===== config.mk =====
export PLATFORM = sky130hd
export DESIGN_NAME = dynamixel_status_receiver
export DESIGN_NICKNAME = d
export VERILOG_FILES = /design/src/rtl/dynamixel_status_receiver.sv
export SDC_FILE = /design/constraint.sdc
export NUM_CORES = 1
export LEC_CHECK = 0
export BUFFER_PORTS_ARGS = -buffer_cell sky130_fd_sc_hd__clkbuf_2
export CAP_MARGIN = 20
export CELL_PAD_IN_SITES_DETAIL_PLACEMENT = 1
export CELL_PAD_IN_SITES_GLOBAL_PLACEMENT = 2
export CORE_MARGIN = 1.5
export CORE_UTILIZATION = 46
export CTS_BUF_LIST = sky130_fd_sc_hd__clkbuf_4
export DETAILED_ROUTE_END_ITERATION = 16
export PLACE_DENSITY = 0.87
export SLEW_MARGIN = 20
export SYNTH_ARGS = -nofsm -noshare
export SYNTH_HDL_FRONTEND = slang
export SYNTH_SLANG_ARGS = --single-unit

===== constraint.sdc =====
create_clock -name clock -period 14.5 [get_ports clock]
set_input_delay 4.35 -clock clock [delete_from_list [all_inputs] [get_ports clock]]
set_output_delay 4.35 -clock clock [all_outputs]
set_load 0.05 [all_outputs]

===== src/rtl/dynamixel_status_receiver.sv =====
// Dynamixel 2.0 status-packet receiver: 8N1 UART RX, header/length parser, on-the-fly unstuffing and CRC-16.
// Optional inter-byte timeout is enabled by defining DYNAMIXEL_RX_TIMEOUT_EN.
module dynamixel_status_receiver #(
  parameter int unsigned clocks_per_bit = 1,
  parameter int unsigned timeout_clocks = 1024
) (
  input  logic        clock,
  input  logic        reset,
  input  logic        pin,
  output logic        valid,
  output logic        crc_error,
  output logic        busy,
  output logic [7:0]  id,
  output logic [7:0]  error,
  output logic [15:0] param_count,
  output logic [31:0] value
);

  localparam int unsigned cnt_w    = $clog2(clocks_per_bit + 1);
  localparam int unsigned half_bit = clocks_per_bit / 2;
`ifdef DYNAMIXEL_RX_TIMEOUT_EN
  localparam bit timeout_en = 1'b1;
`else
  localparam bit timeout_en = 1'b0;
`endif

  typedef enum logic [1:0] {rx_idle, rx_start, rx_data, rx_stop} rx_state_t;
  typedef enum logic [3:0] {
    p_h1, p_h2, p_h3, p_rsv, p_id, p_len_l, p_len_h,
    p_instr, p_err, p_param, p_crc_l, p_crc_h
  } p_state_t;

  function automatic logic [15:0] crc_step(input logic [15:0] c, input logic [7:0] b);
    logic [15:0] r;
    r = c ^ {b, 8'h00};
    for (int i = 0; i < 8; i++) r = r[15] ? ((r << 1) ^ 16'h8005) : (r << 1);
    return r;
  endfunction

  rx_state_t        rx_state;
  logic             sync0, sync1, rx_prev;
  logic [cnt_w-1:0] clk_cnt;
  logic [2:0]       bit_idx;
  logic [7:0]       shift;
  logic [7:0]       rx_byte;
  logic             byte_ready, frame_err;

  // UART receiver; clk_cnt counts cycles since the last sample point
  always_ff @(posedge clock or posedge reset) begin
    if (reset) begin
      sync0      <= 1'b1;
      sync1      <= 1'b1;
      rx_prev    <= 1'b1;
      rx_state   <= rx_idle;
      clk_cnt    <= '0;
      bit_idx    <= '0;
      shift      <= '0;
      rx_byte    <= '0;
      byte_ready <= 1'b0;
      frame_err  <= 1'b0;
    end else begin
      sync0      <= pin;
      sync1      <= sync0;
      rx_prev    <= sync1;
      byte_ready <= 1'b0;
      frame_err  <= 1'b0;
      case (rx_state)
        rx_idle: begin
          if (rx_prev && !sync1) begin
            clk_cnt  <= cnt_w'(1);
            bit_idx  <= '0;
            rx_state <= (half_bit == 0) ? rx_data : rx_start;
          end
        end
        rx_start: begin
          if (clk_cnt == cnt_w'(half_bit)) begin
            clk_cnt  <= cnt_w'(1);
            rx_state <= sync1 ? rx_idle : rx_data;
          end else begin
            clk_cnt <= clk_cnt + cnt_w'(1);
          end
        end
        rx_data: begin
          if (clk_cnt == cnt_w'(clocks_per_bit)) begin
            clk_cnt <= cnt_w'(1);
            shift   <= {sync1, shift[7:1]};
            bit_idx <= bit_idx + 3'd1;
            if (bit_idx == 3'd7) rx_state <= rx_stop;
          end else begin
            clk_cnt <= clk_cnt + cnt_w'(1);
          end
        end
        rx_stop: begin
          if (clk_cnt == cnt_w'(clocks_per_bit)) begin
            rx_state <= rx_idle;
            if (sync1) begin
              byte_ready <= 1'b1;
              rx_byte    <= shift;
            end else begin
              frame_err <= 1'b1;
            end
          end else begin
            clk_cnt <= clk_cnt + cnt_w'(1);
          end
        end
        default: rx_state <= rx_idle;
      endcase
    end
  end

  p_state_t    p_state;
  logic [15:0] crc, len, rem, pidx;
  logic [7:0]  id_q, err_q, crc_lo;
  logic [23:0] hist;
  logic [31:0] val_q;
  logic [31:0] idle_cnt;
  logic [15:0] crc_upd, crc_hdr, len_full;
  logic        stuffed, timeout_hit;

  assign crc_upd  = crc_step(crc, rx_byte);
  assign crc_hdr  = crc_step(crc_step(16'h0000, 8'hFF), 8'hFF);
  assign len_full = {rx_byte, len[7:0]};
  assign stuffed  = (hist == 24'hFFFFFD) && (rx_byte == 8'hFD);

  // Inter-byte watchdog, only live when the timeout feature is built in
  always_ff @(posedge clock or posedge reset) begin
    if (reset) idle_cnt <= '0;
    else if (byte_ready || !busy) idle_cnt <= '0;
    else idle_cnt <= idle_cnt + 32'd1;
  end

  assign timeout_hit = timeout_en && busy && !byte_ready &&
                       (idle_cnt == 32'(timeout_clocks - 1));

  // Packet parser; advances once per received byte
  always_ff @(posedge clock or posedge reset) begin
    if (reset) begin
      p_state     <= p_h1;
      valid       <= 1'b0;
      crc_error   <= 1'b0;
      busy        <= 1'b0;
      id          <= '0;
      error       <= '0;
      param_count <= '0;
      value       <= '0;
      crc         <= '0;
      len         <= '0;
      rem         <= '0;
      pidx        <= '0;
      id_q        <= '0;
      err_q       <= '0;
      crc_lo      <= '0;
      hist        <= '0;
      val_q       <= '0;
    end else begin
      valid     <= 1'b0;
      crc_error <= 1'b0;
      if (frame_err || timeout_hit) begin
        p_state <= p_h1;
        busy    <= 1'b0;
        crc     <= '0;
      end else if (byte_ready) begin
        rem <= rem - 16'd1;
        case (p_state)
          p_h1: begin
            if (rx_byte == 8'hFF) begin
              p_state <= p_h2;
              busy    <= 1'b1;
              crc     <= crc_upd;
            end
          end
          p_h2: begin
            if (rx_byte == 8'hFF) begin
              p_state <= p_h3;
              crc     <= crc_upd;
            end else begin
              p_state <= p_h1;
              busy    <= 1'b0;
              crc     <= '0;
            end
          end
          p_h3: begin
            if (rx_byte == 8'hFD) begin
              p_state <= p_rsv;
              crc     <= crc_upd;
            end else if (rx_byte == 8'hFF) begin
              crc <= crc_hdr;  // extra leading 0xFF: keep only the last two in the CRC
            end else begin
              p_state <= p_h1;
              busy    <= 1'b0;
              crc     <= '0;
            end
          end
          p_rsv: begin
            if (rx_byte == 8'h00) begin
              p_state <= p_id;
              crc     <= crc_upd;
            end else begin
              p_state <= p_h1;
              busy    <= 1'b0;
              crc     <= '0;
            end
          end
          p_id: begin
            id_q    <= rx_byte;
            crc     <= crc_upd;
            p_state <= p_len_l;
          end
          p_len_l: begin
            len[7:0] <= rx_byte;
            crc      <= crc_upd;
            p_state  <= p_len_h;
          end
          p_len_h: begin
            len[15:8] <= rx_byte;
            rem       <= len_full;
            if (len_full < 16'd4 || len_full > 16'h0FFF) begin
              p_state <= p_h1;
              busy    <= 1'b0;
              crc     <= '0;
            end else begin
              crc     <= crc_upd;
              p_state <= p_instr;
            end
          end
          p_instr: begin
            if (rx_byte == 8'h55) begin
              crc     <= crc_upd;
              p_state <= p_err;
            end else begin
              p_state <= p_h1;
              busy    <= 1'b0;
              crc     <= '0;
            end
          end
          p_err: begin
            err_q   <= rx_byte;
            crc     <= crc_upd;
            hist    <= {16'h0000, rx_byte};
            pidx    <= '0;
            val_q   <= '0;
            p_state <= (len == 16'd4) ? p_crc_l : p_param;
          end
          p_param: begin
            crc <= crc_upd;
            if (stuffed) begin
              hist <= '0;
            end else begin
              hist <= {hist[15:0], rx_byte};
              pidx <= pidx + 16'd1;
              if (pidx < 16'd4) val_q[{pidx[1:0], 3'b000} +: 8] <= rx_byte;
            end
            if (rem == 16'd3) p_state <= p_crc_l;
          end
          p_crc_l: begin
            crc_lo  <= rx_byte;
            p_state <= p_crc_h;
          end
          p_crc_h: begin
            p_state <= p_h1;
            busy    <= 1'b0;
            crc     <= '0;
            if ({rx_byte, crc_lo} == crc) begin
              valid       <= 1'b1;
              id          <= id_q;
              error       <= err_q;
              param_count <= pidx;
              value       <= val_q;
            end else begin
              crc_error <= 1'b1;
            end
          end
          default: begin
            p_state <= p_h1;
            busy    <= 1'b0;
            crc     <= '0;
          end
        endcase
      end
    end
  end

endmodule

==> results.cfg <==
[die]
start_util = 0.473
die-area_um2 = 24400
coreArea_um2 = 22800
die_w_um = 156
row_count = 55
die_h_um = 156
io_pins = 70

[power_and_ir_drop]
clockPowerShare = 0.372
p_int_mw = 1.24
seq_power_share = 0.451
power_switching_share = 0.302
p_sw_mw = 0.535
combinationalPowerShare = 0.177
peakVddDrop_uv = 81.1
cellPowerDensity_nw_per_um2 = 144
power_leakage_nw = 6.14

[setup_path]
slowest_stage = dfrtp_1
crit_fanout = 2
critPathLaunch = id[0]
crit_required_ps = 10150
cp-start-kind = register
cp-end-kind = output port
worst-path-buf-inv = 1
crit_type = register to output port
r2r_start = rx_byte[5]
cp_cell_sequence = clkbuf_2
worstPathArrival_ps = 1340
max_stage_delay_ps = 420
path_delay_family = flip-flops

[yosys]
avgSynthCellArea_um2 = 11.4
synth_area_leader_cell = dfrtp_1
syn_area_um2 = 10800
ys.flop_type = dfrtp_1
syn-num-nets = 958
synth.top_cells.by_count = 239 x dfrtp_1, 121 x nand2_1, 62 x nor2_1
synth_edf_count = 0
synthDistinctLibCells = 54
netlist.area_leader.share = 0.554
synth-async-reset-ratio = 1.00
ys_seq_area_frac = 0.561
synth_area_leaders = dfrtp_1 55%, mux2_4 5.8%, mux2_2 4.7%
synth_warnings = 0
synthCells = 946
ys_ff_latch = 242
yosysMostFrequentCell = dfrtp_1

[hold_path]
min_from = sync0
worstHoldPathType = register to register

[layout]
finish.utilization = 0.538
final-seq-area_um2 = 6060
multi_input_comb_area_um2 = 4360
fillers = 2524
drive_above_1_share = 0.266
finalNonFillerCells = 1399
final_nets = 1053
area_growth_pct = 13.8

[global_routing]
grt_pass1_wl_mm = 43.2
met2_usage = 0.360
grt_busiest_layer = met2
grt_use_met3 = 0.0407
use_met1 = 0.306
grt_antenna_before_repair = 1
grt_pass1_vias = 8197
grt_max_degree = 110
grt-ovfl-total = 0
grt_usage = 0.224

[sta]
rsz0062_at_grt = no
tightest_slew_ps = 937
clock_skew_ps = 35.5
final.min_clock_period_ps = 5690
fin_crit_sh = 0.392
finalSetupTns_ps = 0
layout_setup_ws_ps = 8810
max_freq_mhz = 176
slew_headroom = 0.371
whs_ps = 357
drv_slew = 0
final_hold_viol_count = 0
finalSetupViolCount = 0

[clock_network]
clock-sinks = 242
clk-insertion-delay-late_ps = 650
ctsHoldBuffers = 0
cts_resized = 0
cts_setup_buffers = 0
cts_max_level = 3
cts.clk_slew.worst_paths_ps = 50
ctsRootBufferMaster = clkbuf_4
clock_path_buffers = 3
cts_inserted_buffers = 66
cts_tree = yes

[placement]
dp_hpwl_mm = 16.4
io_buffers = 69
gp_congestion = 0.830
dpl.cell_count = 1286
place_ws_ps = 8460

[detailed_routing]
vias = 7572
antenna_left = 0
wirelength_mm = 25.6
firstDrtPassIters = 4
wl_per_cell_um = 18.3
drt_iter0_markers = 364
viasPerCell = 5.41
drc_errors = 0

[status]
outcome = finished clean

[job]
max_cap_violations = 0
-- flip-flops by register name (all words and copies together), names as in the netlist, 3 cells and up --
name	cells
bit_idx	3
crc	16
crc_lo	8
err_q	8
error	8
hist	24
id	8
id_q	8
len	16
p_state	4
param_count	16
pidx	16
rem	16
rx_byte	8
shift	8
val_q	32
value	32
-- placed cells by master, fill, tap and decap left out, types with 14 or more instances in the layout --
cell type,count
clkbuf_4,100
buf_4,14
clkbuf_2,69
nand3_1,25
nand4_1,19
a21oi_1,23
inv_1,27
dfrtp_1,239
a22o_1,44
xor2_1,24
mux2_4,42
xnor2_1,23
mux2_2,45
nand2_1,121
mux2i_1,20
nor2_1,61
o21ai_0,47
-- logic make-up after synthesis --
family                   Yosys count  share of synthesized area
AND/OR/NAND/NOR                  311                      0.140
buffers and inverters             86                     0.0358
XOR/XNOR                          48                     0.0402
AO/OA/AOI/OAI                    143                     0.0884
adder cells (fa/ha/maj)            9                     0.0104
multiplexers                     107                      0.124
flip-flops                       242                      0.561
-- area by class of cell --
| class | count | share of cell area |
|---|---|---|
| sequential | 242 | 0.493 |
| multi-input combinational | 618 | 0.355 |
| clock buffer | 100 | 0.0611 |
| timing repair buffer | 84 | 0.0375 |
| tap | 313 | 0.0319 |
| clock inverter | 12 | 0.0122 |
| inverter | 29 | 0.00946 |
| antenna | 1 | 0.000204 |
-- power groups by stage --
stage	Combinational (mW)	Sequential, mW	Clock (mW)
2_1_floorplan	0.248	0.770	0
3_3_place_gp	0.306	0.810	0
3_5_place_dp	0.317	0.812	0
4_1_cts	0.317	0.800	0.680
5_1_grt	0.353	0.809	0.715
6_report	0.313	0.800	0.660
-- layer usage --
metal	part of all wire	routed length [um]	up-vias
met4	0.017	434	0
met1	0.47	12100	3882
li1	-	-	3522
met3	0.032	810	35
met5	0	0	-
met2	0.48	12300	133
-- stage by stage --
step / cell area [um2] / total power, mW
floorplan: 10800 / 1.02
global placement: 11400 / 1.12
detailed placement: 11400 / 1.13
CTS: 12300 / 1.80
global route: 12300 / 1.88
finish: 12300 / 1.77
-- final timing paths --
path,end,slack (ps),depth (start not counted)
max,id[0],8810,1
min,sync1,360,0
max reg2reg,hist[0],11360,5
min reg2reg,sync1,360,0
max in group asynchronous,value[16],9210,3
min in group asynchronous,crc[1],3840,2
No activity file was read; power rests on OpenSTA's default activity.
